## config.mk

```make
export PLATFORM = sky130hd
export DESIGN_NAME = fetch_queue
export DESIGN_NICKNAME = d
export VERILOG_FILES = /design/src/rtl/fetch_queue.sv
export SDC_FILE = /design/constraint.sdc
export NUM_CORES = 1
export LEC_CHECK = 0
export CAP_MARGIN = 20
export CORE_MARGIN = 1
export CORE_UTILIZATION = 25
export DETAILED_ROUTE_END_ITERATION = 8
export PLACE_DENSITY_LB_ADDON = 0.25
export SKIP_CTS_REPAIR_TIMING = 1
export SLEW_MARGIN = 20
export SYNTH_ARGS = -nofsm -noshare
export SYNTH_HDL_FRONTEND = slang
export SYNTH_SLANG_ARGS = --single-unit
```

## constraint.sdc

```tcl
create_clock -name clk_i -period 7.95 [get_ports clk_i]
set_input_delay 0.795 -clock clk_i [delete_from_list [all_inputs] [get_ports clk_i]]
set_output_delay 0.795 -clock clk_i [all_outputs]
set_load 0.01 [all_outputs]
```

## src/rtl/fetch_queue.sv

```systemverilog
// ---------------------------------------------------------------------------
// mmm_pkg    : shared width constants (XLEN, ILEN).
// fetch_queue: fetch stage between PC generation and the i-cache.
//
// Every accepted i-cache request reserves a slot in a DEPTH-entry in-order
// queue. The slot holds the request's PC and branch prediction until the
// i-cache response fills in the instruction. Decode issues from the queue
// head. A flush empties the queue and arms a drop counter. The counter
// discards the responses that are still in flight when the flush occurs.
//
// Compile-time option:
//   FETCH_QUEUE_BYPASS_EN - when the queue is empty, a non-dropped response
//                           is presented to decode in the cycle it arrives.
//
// Parameters:
//   DEPTH           queue entries (power of two, >= 2)
//   MAX_OUTSTANDING i-cache requests in flight, dropped ones included
//
// Ports:
//   clk_i, rst_n_i           clock, async active-low reset
//   flush_i                  one-cycle synchronous flush
//   pc_i, pc_valid_i         fetch PC from PC generation
//   pred_taken_i/target_i    BPU prediction for pc_i
//   pc_ready_o               request accepted this cycle
//   addr_o/valid_o/ready_i   i-cache request channel
//   data_i/valid_i/ready_o   i-cache response channel (in request order)
//   issue_*/instruction_o,   head entry towards decode
//   pc_o, pred_*_o
//   count_o                  filled entries
// ---------------------------------------------------------------------------
package mmm_pkg;
  parameter int unsigned XLEN = 32;
  parameter int unsigned ILEN = 32;
endpackage

module fetch_queue
  import mmm_pkg::*;
#(
  parameter int unsigned DEPTH           = 4,
  parameter int unsigned MAX_OUTSTANDING = 2
) (
  input  logic                      clk_i,
  input  logic                      rst_n_i,
  input  logic                      flush_i,
  input  logic [XLEN-1:0]           pc_i,
  input  logic                      pc_valid_i,
  input  logic                      pred_taken_i,
  input  logic [XLEN-1:0]           pred_target_i,
  output logic                      pc_ready_o,
  output logic [XLEN-1:0]           addr_o,
  output logic                      addr_valid_o,
  input  logic                      addr_ready_i,
  input  logic [ILEN-1:0]           data_i,
  input  logic                      data_valid_i,
  output logic                      data_ready_o,
  input  logic                      issue_ready_i,
  output logic                      issue_valid_o,
  output logic [ILEN-1:0]           instruction_o,
  output logic [XLEN-1:0]           pc_o,
  output logic                      pred_taken_o,
  output logic [XLEN-1:0]           pred_target_o,
  output logic [$clog2(DEPTH):0]    count_o
);

  localparam int unsigned AW = $clog2(DEPTH);
  localparam int unsigned PW = AW + 1;                      // index + wrap bit
  localparam int unsigned DW = $clog2(MAX_OUTSTANDING + 1);

  // head: next entry to issue; fill: next entry to receive data;
  // alloc: next slot to reserve. head <= fill <= alloc (modulo 2*DEPTH).
  logic [PW-1:0]   r_head, r_fill, r_alloc;
  logic [DW-1:0]   r_drop_cnt;

  logic [XLEN-1:0] r_pc_mem     [DEPTH];
  logic            r_taken_mem  [DEPTH];
  logic [XLEN-1:0] r_target_mem [DEPTH];
  logic [ILEN-1:0] r_instr_mem  [DEPTH];

  logic [PW-1:0]   w_used;
  logic [PW-1:0]   w_pending;
  logic [PW:0]     w_inflight;
  logic            w_credit;
  logic            w_req;
  logic            w_fill_rsp;
  logic            w_drop_rsp;
  logic            w_bypass;
  logic            w_issue;
  logic [AW-1:0]   w_head_idx;

  assign w_head_idx = r_head[AW-1:0];

  // Reserved slots count against the queue even before their data arrives.
  assign w_used     = r_alloc - r_head;
  assign w_pending  = r_alloc - r_fill;
  assign w_inflight = {1'b0, w_pending} + (PW+1)'(r_drop_cnt);

  assign w_credit     = (w_used < PW'(DEPTH))
                      & (w_inflight < (PW+1)'(MAX_OUTSTANDING))
                      & ~flush_i;
  assign addr_valid_o = pc_valid_i & w_credit;
  assign addr_o       = pc_i;
  assign w_req        = addr_valid_o & addr_ready_i;
  assign pc_ready_o   = w_req;

  // Responses are always accepted: every one of them already owns a slot
  // or is counted in the drop counter.
  assign data_ready_o = 1'b1;
  assign w_drop_rsp   = data_valid_i & (r_drop_cnt != '0);
  assign w_fill_rsp   = data_valid_i & (r_drop_cnt == '0) & ~flush_i;

`ifdef FETCH_QUEUE_BYPASS_EN
  // Empty queue with a live response: forward it straight to decode.
  assign w_bypass = (r_fill == r_head) & w_fill_rsp;
`else
  assign w_bypass = 1'b0;
`endif

  assign issue_valid_o = ((r_fill != r_head) | w_bypass) & ~flush_i;
  assign w_issue       = issue_valid_o & issue_ready_i;
  assign instruction_o = w_bypass ? data_i : r_instr_mem[w_head_idx];
  assign pc_o          = r_pc_mem[w_head_idx];
  assign pred_taken_o  = r_taken_mem[w_head_idx];
  assign pred_target_o = r_target_mem[w_head_idx];
  assign count_o       = r_fill - r_head;

  // NOTE: sequential state uses non-blocking assignments so every flop
  // samples pre-edge values regardless of block evaluation order.
  always_ff @(posedge clk_i or negedge rst_n_i) begin
    if (!rst_n_i) begin
      r_head     <= '0;
      r_fill     <= '0;
      r_alloc    <= '0;
      r_drop_cnt <= '0;
    end else if (flush_i) begin
      // Everything reserved or in flight is abandoned. The drop counter
      // absorbs all outstanding responses, except one that arrives in
      // this very cycle, which is discarded here.
      r_head     <= r_alloc;
      r_fill     <= r_alloc;
      r_drop_cnt <= DW'(w_inflight - (PW+1)'(data_valid_i));
    end else begin
      if (w_req)      r_alloc    <= r_alloc + PW'(1);
      if (w_fill_rsp) r_fill     <= r_fill + PW'(1);
      if (w_issue)    r_head     <= r_head + PW'(1);
      if (w_drop_rsp) r_drop_cnt <= r_drop_cnt - DW'(1);
    end
  end

  // NOTE: the entry storage has no reset. An entry is only read between
  // head and fill, and it has always been written before it gets there.
  always_ff @(posedge clk_i) begin
    if (w_req) begin
      r_pc_mem[r_alloc[AW-1:0]]     <= pc_i;
      r_taken_mem[r_alloc[AW-1:0]]  <= pred_taken_i;
      r_target_mem[r_alloc[AW-1:0]] <= pred_target_i;
    end
    if (w_fill_rsp) r_instr_mem[r_fill[AW-1:0]] <= data_i;
  end

endmodule
```

* After elaboration in Yosys (flattened, before gate mapping)
Memories as Yosys holds them, arrays and structs flattened.
Index checks and enable logic that the tools add are counted.
** Operators by class
- Muxes and demuxes :: 10
- Eq/ne operators :: 1
- Bitwise operators :: 10
- Reductions and logical operators :: 6
- Divide/modulo/power cells :: 0
- Shifts and indexed selects :: 0
- $mul :: 0
- Add/subtract/negate cells :: 9
- Magnitude comparators :: 2
** Operators by type and width (count)
- $mux 3 :: 4
- $add 3x1->3 const B :: 3
- $and 1x1->1 :: 9
- $sub 3x3->3 :: 3
- $reduce_bool 2->1 :: 4
- $add 3x2->4 :: 1
- $lt 4x2->1 const B :: 1
- $mux 1 :: 4
- $mux 2 :: 2
- $lt 3x3->1 const B :: 1
- $ne 3x3->1 :: 1
- $logic_not 2->1 :: 1
- $reduce_and 2->1 :: 1
- $sub 2x1->2 :: 1
- $sub 2x1->2 const B :: 1
- $not 1->1 :: 1
** Word-level totals
- Memories :: 4
- Output and inout bits :: 136
- Memory bits (read-only) :: 0
- Memory bits (writable) :: 388
- Bits in registers :: 11
- Latch bits :: 0
** Memories
- r_instr_mem :: depth 4, bits a word 32, read ports 1, clocked after Yosys merged registers in 0, write ports 1, RTL line 77 : logic [ILEN-1:0] r_instr_mem [DEPTH];
- r_pc_mem :: depth 4, bits a word 32, read ports 1, clocked after Yosys merged registers in 0, write ports 1, RTL line 74 : logic [XLEN-1:0] r_pc_mem [DEPTH];
- r_target_mem :: depth 4, bits a word 32, read ports 1, clocked after Yosys merged registers in 0, write ports 1, RTL line 76 : logic [XLEN-1:0] r_target_mem [DEPTH];
- r_taken_mem :: depth 4, bits a word 1, read ports 1, clocked after Yosys merged registers in 0, write ports 1, RTL line 75 : logic r_taken_mem [DEPTH];

* Depth between registers and ports, before layout
Gate-level depths: netlist (run 1).
- Depth after elaboration :: 9
- Mapped depth :: 10
- Gate-level depth less buffers :: 10

* Worst setup path after synthesis (run 1)
OpenSTA, ideal clock, no wires.
- Kind :: reg-to-reg
- Start point :: register r_alloc[0]
- End point :: memory r_pc_mem[3][0], enable pin
- Cell stages (with the launch flop) :: 9
- Path buffers :: 0
- Setup slack :: 1786 ps
- Period minus slack after synthesis :: 6164 ps
- Data arrival time :: 5636 ps
- Setup time :: 528 ps
- Cell sequence :: dfrtp_1 -> inv_1 -> ha_1 -> inv_1 -> fa_1 -> fa_1 -> nor2_1 -> nand2_1 -> nor4_2
** Between the ends
- Word-level cells in the longest chain between the ends :: 9
** Ends and longest elaborated chain
- from (decl) :: RTL line 71 : logic [PW-1:0] r_head, r_fill, r_alloc;
- from (signal assigned) :: RTL line 142 : if (w_req) r_alloc <= r_alloc + PW'(1);
- $sub 3x3->3 :: RTL line 94 : assign w_pending = r_alloc - r_fill;
- $add 3x2->4 :: RTL line 95 : assign w_inflight = {1'b0, w_pending} + (PW+1)'(r_drop_cnt);
- $lt 4x2->1 :: RTL line 98 : & (w_inflight < (PW+1)'(MAX_OUTSTANDING))
- $and 1x1->1 :: RTL line 98
- $and 1x1->1 :: RTL line 99 : & ~flush_i;
- $and 1x1->1 :: RTL line 100 : assign addr_valid_o = pc_valid_i & w_credit;
- $and 1x1->1 :: RTL line 102 : assign w_req = addr_valid_o & addr_ready_i;
- $mux 1 :: RTL line 152 : if (w_req) begin
- $mux 1 (implied by the code) :: RTL line 153 : r_pc_mem[r_alloc[AW-1:0]] <= pc_i;
- to (decl) :: RTL line 74
Several ways; a longest one is shown, not always the timed one.

* Worst setup path after layout (run 1)
- Start point :: register r_alloc[0]
- End point :: output port pc_ready_o
** Between the ends
- Word-level cells in the longest chain between the ends :: 7
** Ends and longest elaborated chain
- $sub 3x3->3 :: RTL line 94
- $add 3x2->4 :: RTL line 95
- $lt 4x2->1 :: RTL line 98
- $and 1x1->1 (*) :: RTL line 98
- $and 1x1->1 (*) :: RTL line 99
- $and 1x1->1 (*) :: RTL line 100
- $and 1x1->1 (*) :: RTL line 102
- to (decl) :: RTL line 49 : output logic pc_ready_o,
Every way passes the cells marked *; elsewhere a longest branch is shown, timed or not.

==> results of run 1 <==
[worst reg2reg max path, delay by kind of cell, from the launching register on]
kind | cells | cell delay (ps)
simple gates | 4 | 1300
fa+ha+maj | 3 | 1180
flops | 1 | 410
buf+inv | 3 | 880
[stage by stage]
step | setup slack, ps | total power [mW] | hold WS [ps] | util, %
2_1_floorplan | 1790 | 3.69 | 499 | -
3_3_place_gp | 3680 | 4.71 | 567 | 30.4
3_5_place_dp | 3630 | 4.70 | 568 | 30.4
4_1_cts | 3210 | 6.83 | 577 | 32.8
5_1_grt | 3090 | 7.01 | 623 | 32.8
6_report | 3320 | 6.68 | 577 | 32.8
[synth_stat cells]
library cell	number	area share (%)
nand2b_1	2	0.082
mux2_4	1	0.099
a31oi_1	1	0.041
nand2_1	5	0.12
and2_1	7	0.29
mux4_2	97	14
nor3_1	1	0.033
inv_1	13	0.32
mux2i_2	1	0.090
nand3_1	3	0.099
fa_1	3	0.39
o21ai_0	1	0.033
conb_1	1	0.025
mux2i_1	3	0.20
buf_4	33	1.6
a211oi_2	1	0.082
dfrtp_1	11	1.8
nor4b_4	1	0.16
clkinv_1	1	0.025
xnor2_1	10	0.58
clkbuf_1	10	0.25
a211oi_1	1	0.049
xnor2_2	1	0.11
xor2_1	3	0.17
mux2_2	2	0.15
buf_2	12	0.39
nor2_1	5	0.12
buf_1	1	0.025
ha_1	17	1.4
nor4_2	1	0.082
a21oi_2	1	0.058
edfxtp_1	388	77
a21oi_1	4	0.13
[state kept, by name (all words and copies together) (netlist names)]
register and cells:
r_drop_cnt 2, r_fill 3, r_taken_mem 4, r_head 3, r_alloc 3, r_target_mem 128
r_instr_mem 128, r_pc_mem 128
[worst paths after layout]
kind / depth (start not counted) / slack, ps / startpoint / endpoint
hold / removal: 1 / 580 / r_alloc[2] / r_alloc[2]
setup / recovery: 9 / 3320 / r_alloc[0] / pc_ready_o
hold reg to reg: 1 / 580 / r_alloc[2] / r_alloc[2]
min in group asynchronous: 1 / 610 / rst_n_i / r_drop_cnt[0]
max in group asynchronous: 1 / 6910 / rst_n_i / r_head[0]
setup reg to reg: 10 / 3750 / r_alloc[0] / r_target_mem[1][28]
[area by class of cell]
class                   instances  area [um^2]  area share [%]
flip-flops and latches        399        11900            60.3
multi-input cells             173         2900            14.7
repair buffers                246         2440            12.3
clock buffers                  53         1160            5.84
well taps                     782          978            4.94
clock inverters                27          323            1.63
inverters                      14         52.6           0.266
[logic make-up after synthesis]
logic type      after synthesis
flops                       399
mux                         104
buf+inv                      70
simple gates                 25
fa+ha+maj                    20
xor+xnor                     14
compound gates                9
other cells                   1
[power by group through the flow]
stage	registers, mW	logic [mW]	clock network (mW)
after detailed placement	2.61	2.09	0
final	2.55	2.04	2.08
after floorplan	2.50	1.19	0
after CTS	2.56	2.11	2.15
after global placement	2.61	2.10	0
after global routing	2.58	2.21	2.22
[routing by layer]
layer	global-route usage [%]	part of all wire [%]
met1	13.9	44
met2	17.4	47
met3	4.07	7.3
met4	3.39	1.9
met5	0	0.14
==> impl_metrics.sql, run 1 <==
INSERT INTO impl_metrics (metric_group, metric, value, unit) VALUES
('synth', 'muxShareOfSynthArea', '14.9', '%'),
('detailed_routing', 'viasPerCell', '4.15', ''),
('clock_tree', 'tritoncts_num_sinks', '399', ''),
('floorplan', 'die_height', '249', 'um'),
('critical_path', 'critPathCaptureType', 'primary output', ''),
('synth', 'synth_top_family_by_area', 'multiplexers', ''),
('status', 'outcome', 'complete, no violations', ''),
('sta', 'rsz0062_at_grt', 'false', ''),
('power_and_ir_drop', 'switching_share', '28.0', '%'),
('critical_path', 'crit_arrival', '3840', 'ps'),
('synth', 'synthesis.area_per_instance', '23.7', 'um^2'),
('final_layout', 'n_antenna_cell', '0', ''),
('synth', 'yosys_warnings', '0', ''),
('grt', 'globalRouteTotalUtil', '11.0', '%'),
('synth', 'yosys.cell_types.count', '33', ''),
('final_layout', 'syn2layout_area_growth', '30.1', '%'),
('floorplan', 'fp.coreArea', '0.0602', 'mm^2'),
('clock_tree', 'ctsHtreeMaxLevel', '2', ''),
('sta', 'achievable-frequency', '216', 'MHz'),
('detailed_routing', 'post-route-drc-count', '0', ''),
('synth', 'post_synth_and_or_nand_nor_area_fraction', '0.987', '%'),
('job', 'cap_viol_max_count', '0', ''),
('sta', 'slew_headroom', '34.8', '%'),
('detailed_routing', 'detail_route.wl_per_cell', '19.9', 'um'),
('power_and_ir_drop', 'p_seq_share', '38.3', '%'),
('synth', 'synth_adder_area_share', '1.79', '%'),
('placement', 'detailed_place_hpwl', '20000', 'um'),
('sta', 'layout_worst_path_cycle_share', '58.3', '%'),
('sta', 'timing.clock.skew', '8.69', 'ps'),
('final_layout', 'fill_cells', '5712', ''),
('floorplan', 'dieWidth', '249', 'um'),
('grt', 'grt_first_pass_wirelength', '50200', 'um'),
('detailed_routing', 'ant_nets', '0', ''),
('synth', 'synth.ff_latch_count', '399', ''),
('sta', 'setup_viol', '0', ''),
('grt', 'grt.overflow.total', '0', ''),
('placement', 'numPortBuffers', '238', ''),
('final_layout', 'fraction_of_layout_cells_with_a_size_suffix_above_1', '20.3', '%'),
('sta', 'slew_viol_final', '0', ''),
('final_layout', 'final_cell_count_no_fill', '1694', ''),
('sta', 'setup_tns', '0', 'ps'),
('final_layout', 'mostFrequentLayoutCells', 'edfxtp_1 (388), clkdlybuf4s50_1 (238), mux4_2 (97), clkbuf_16 (45), ha_1 (17)', ''),
('power_and_ir_drop', 'vdd.ir_drop.worst', '0.150', 'mV'),
('clock_tree', 'cts_tree', 'built', ''),
('min_path', 'min-delay-path-class', 'flop to flop', ''),
('detailed_routing', 'detailedRoute.firstPassIterationCount', '4', ''),
('sta', 'finalHoldViolCount', '0', ''),
('grt', 'antenna_found_initial', '4', ''),
('sta', 'worst_pin_slew', '978', 'ps'),
('power_and_ir_drop', 'p_switching', '1.87', 'mW'),
('final_layout', 'nNetsFinal', '1002', ''),
('critical_path', 'slowest_stage', 'clkdlybuf4s50_1', ''),
('power_and_ir_drop', 'power_leakage', '6.34', 'nW'),
('power_and_ir_drop', 'power_density', '337', 'mW/mm^2'),
('critical_path', 'crit_path_max_incr_delay', '660', 'ps'),
('clock_tree', 'numCtsBuffers', '44', ''),
('placement', 'place_inst', '1614', ''),
('final_layout', 'design_area_final', '0.0198', 'mm^2'),
('floorplan', 'fp-row-count', '90', ''),
('floorplan', 'ios', '240', ''),
('clock_tree', 'cts.clk_slew.worst_paths', '60', 'ps'),
('sta', 'period_minus_slack', '4630', 'ps'),
('synth', 'synth.net_count', '766', ''),
('detailed_routing', 'wl', '33700', 'um'),
('clock_tree', 'cts_max_path_buffers', '3', ''),
('critical_path', 'cp_top_family', 'adder cells', ''),
('final_layout', 'mostFrequentLayoutCell', 'edfxtp_1', ''),
('grt', 'largest_net_degree_at_the_start_of_global_routing', '52', ''),
('placement', 'place_area', '0.0183', 'mm^2'),
('clock_tree', 'clock_insertion_delay_worst_skew', '550', 'ps'),
('synth', 'synth_compound_gate_area_share', '0.395', '%');
Power figures use the tool's default switching activity.
==> inputs of run 2 (changes only) <==
==> constraint.sdc (replaced) <==
create_clock -name clk_i -period 4.66 [get_ports clk_i]
set_input_delay 0.466 -clock clk_i [delete_from_list [all_inputs] [get_ports clk_i]]
set_output_delay 0.466 -clock clk_i [all_outputs]
set_load 0.01 [all_outputs]
==> run 2 against run 1 <==
Combinational power rose by 77%. Final cell count rose by 0.35%. Clock skew grew 5.8 ps. Count of clock-buffer cells in the layout grew 2. Non-clock buffer count rose by 3. First-iteration DRC count up 60%. Cell area up 0.41%. Routed wire length grew 0.58%. Critical endpoint unchanged.
==> impl_metrics.sql, run 2 (synthesis results as in run 1) <==
INSERT INTO impl_metrics (metric_group, metric, value, unit) VALUES
('sta', 'layout_worst_path_cycle_share', '90.5', '%'),
('final_layout', 'fraction_of_layout_cells_with_a_size_suffix_above_1', '21.2', '%'),
('sta', 'finalHoldViolCount', '0', ''),
('detailed_routing', 'via_count', '7105', ''),
('detailed_routing', 'viasPerCell', '4.18', ''),
('sta', 'setup_tns', '0', 'ps'),
('critical_path', 'crit_arrival', '3750', 'ps'),
('grt', 'largest_net_degree_at_the_start_of_global_routing', '67', ''),
('min_path', 'min-delay-path-class', 'primary input to async pin', ''),
('placement', 'pre_cts_slack', '826', 'ps'),
('placement', 'place_inst', '1617', ''),
('sta', 'slew_headroom', '32.3', '%'),
('placement', 'numPortBuffers', '238', ''),
('grt', 'grt_first_pass_wirelength', '50200', 'um'),
('final_layout', 'nNetsFinal', '1007', ''),
('critical_path', 'regToRegEndpoint', 'r_pc_mem[0][1]', ''),
('critical_path', 'setup.worst_path.start_class', 'flop', ''),
('floorplan', 'die_height', '249', 'um'),
('critical_path', 'slowest_stage', 'clkdlybuf4s50_1', ''),
('detailed_routing', 'detailedRoute.firstPassIterationCount', '4', ''),
('critical_path', 'critPathMaxFanout', '6', ''),
('sta', 'setup_viol', '0', ''),
('critical_path', 'startpoint_of_the_lowest_slack_register_to_register_path', 'r_alloc[0]', ''),
('clock_tree', 'cts_tree', 'built', ''),
('placement', 'gpl.final_weighted_congestion', '0.669', ''),
('critical_path', 'timing.setup.critical_path_class', 'flop to primary output', ''),
('critical_path', 'worst-r2r-setup-slack', '930', 'ps'),
('grt', 'globalRouteTotalUtil', '11.0', '%'),
('sta', 'slew_viol_final', '0', ''),
('floorplan', 'dieWidth', '249', 'um'),
('detailed_routing', 'detail_route.wl_per_cell', '19.9', 'um'),
('clock_tree', 'tritoncts_num_sinks', '399', ''),
('detailed_routing', 'wl', '33900', 'um'),
('critical_path', 'cp_top_family', 'adder cells', ''),
('sta', 'layout_setup_ws', '445', 'ps'),
('sta', 'timing.clock.skew', '14.5', 'ps'),
('sta', 'achievable-frequency', '237', 'MHz'),
('critical_path', 'ff2ff_path_depth', '10', ''),
('critical_path', 'crit_path_max_incr_delay', '640', 'ps'),
('power_and_ir_drop', 'vdd.ir_drop.worst', '0.353', 'mV'),
('floorplan', 'fp.coreArea', '0.0602', 'mm^2'),
('status', 'outcome', 'complete, no violations', ''),
('grt', 'grt.overflow.total', '0', ''),
('placement', 'detailed_place_hpwl', '20000', 'um'),
('sta', 'period_minus_slack', '4220', 'ps'),
('clock_tree', 'ctsHtreeMaxLevel', '2', ''),
('floorplan', 'die_area', '0.0618', 'mm^2'),
('grt', 'number_of_global_route_vias_before_repair', '7575', ''),
('critical_path', 'worstPathRequired', '4190', 'ps'),
('floorplan', 'initial_core_util', '25.2', '%'),
('critical_path', 'critPathCaptureType', 'primary output', ''),
('final_layout', 'n_antenna_cell', '0', ''),
('critical_path', 'critical_path.n_buffers_inverters', '3', ''),
('final_layout', 'mostFrequentLayoutCells', 'edfxtp_1 (388), clkdlybuf4s50_1 (238), mux4_2 (97), clkbuf_16 (47), ha_1 (17)', ''),
('power_and_ir_drop', 'power_leakage', '6.37', 'nW'),
('clock_tree', 'cts_max_path_buffers', '3', ''),
('final_layout', 'syn2layout_area_growth', '30.6', '%'),
('clock_tree', 'numCtsBuffers', '46', ''),
('sta', 'rsz0062_at_grt', 'false', ''),
('floorplan', 'fp-row-count', '90', ''),
('job', 'cap_viol_max_count', '0', ''),
('final_layout', 'final_cell_count_no_fill', '1700', ''),
('grt', 'antenna_found_initial', '4', ''),
('final_layout', 'mostFrequentLayoutCell', 'edfxtp_1', ''),
('floorplan', 'ios', '240', ''),
('clock_tree', 'cts.clk_slew.worst_paths', '60', 'ps'),
('clock_tree', 'clock_insertion_delay_worst_skew', '560', 'ps'),
('clock_tree', 'root_buffer', 'clkbuf_16', ''),
('detailed_routing', 'post-route-drc-count', '0', ''),
('power_and_ir_drop', 'power_density', '573', 'mW/mm^2'),
('final_layout', 'finish.utilization', '33.0', '%'),
('detailed_routing', 'ant_nets', '0', ''),
('critical_path', 'critical_path.cell_chain', 'inv_1 -> ha_1 -> inv_1 -> fa_1 -> fa_1 -> nor2_1 -> nand2_1 -> nor4b_4 -> clkdlybuf4s50_1', ''),
('detailed_routing', 'drt_first_iter_violations', '414', ''),
('sta', 'worst_pin_slew', '1020', 'ps');
==> run 2: worst max path at each step <==
stage                from        endpoint  slack (ps)  depth (start not counted)
2_1_floorplan  r_alloc[0]  r_pc_mem[3][0]          40                          8
3_3_place_gp   r_alloc[0]  r_pc_mem[1][0]         880                         10
6_report       r_alloc[0]      pc_ready_o         440                          9
5_1_grt        r_alloc[0]      pc_ready_o         150                          9
3_5_place_dp   r_alloc[0]  r_pc_mem[1][0]         830                         10
4_1_cts        r_alloc[0]      pc_ready_o         330                          9
==> run 2: area by class of cell <==
class	instances	area [um^2]
repair buffers	249	2540
inverters	14	52.6
flip-flops and latches	399	11900
fillers	5700	40400
clock buffers	55	1210
multi-input cells	173	2900
clock inverters	28	258
well taps	782	978
==> run 2: per-layer routing <==
metal / GRT usage (%) / up-vias / part of all wire [%]
met3: 3.61 / 59 / 7.3
met1: 15.0 / 3697 / 46
li1: - / 3114 / -
met2: 16.6 / 227 / 45
met5: 0 / - / 0.16
met4: 3.39 / 8 / 2.1
==> run 2: through the flow <==
stage                     area (um^2)  hold slack, ps  power [mW]
final                           19900             264        11.4
after global routing            19900             294        12.0
after CTS                       19900             257        11.6
after detailed placement        18400             575        8.07
after global placement          18400             569        8.08
after floorplan                 15200             170        6.31
==> run 2: power by group <==
part	switching (mW)	internal, mW
Sequential	0.141	4.13
Clock	1.42	2.07
Combinational	1.67	1.95
Total	3.24	8.15
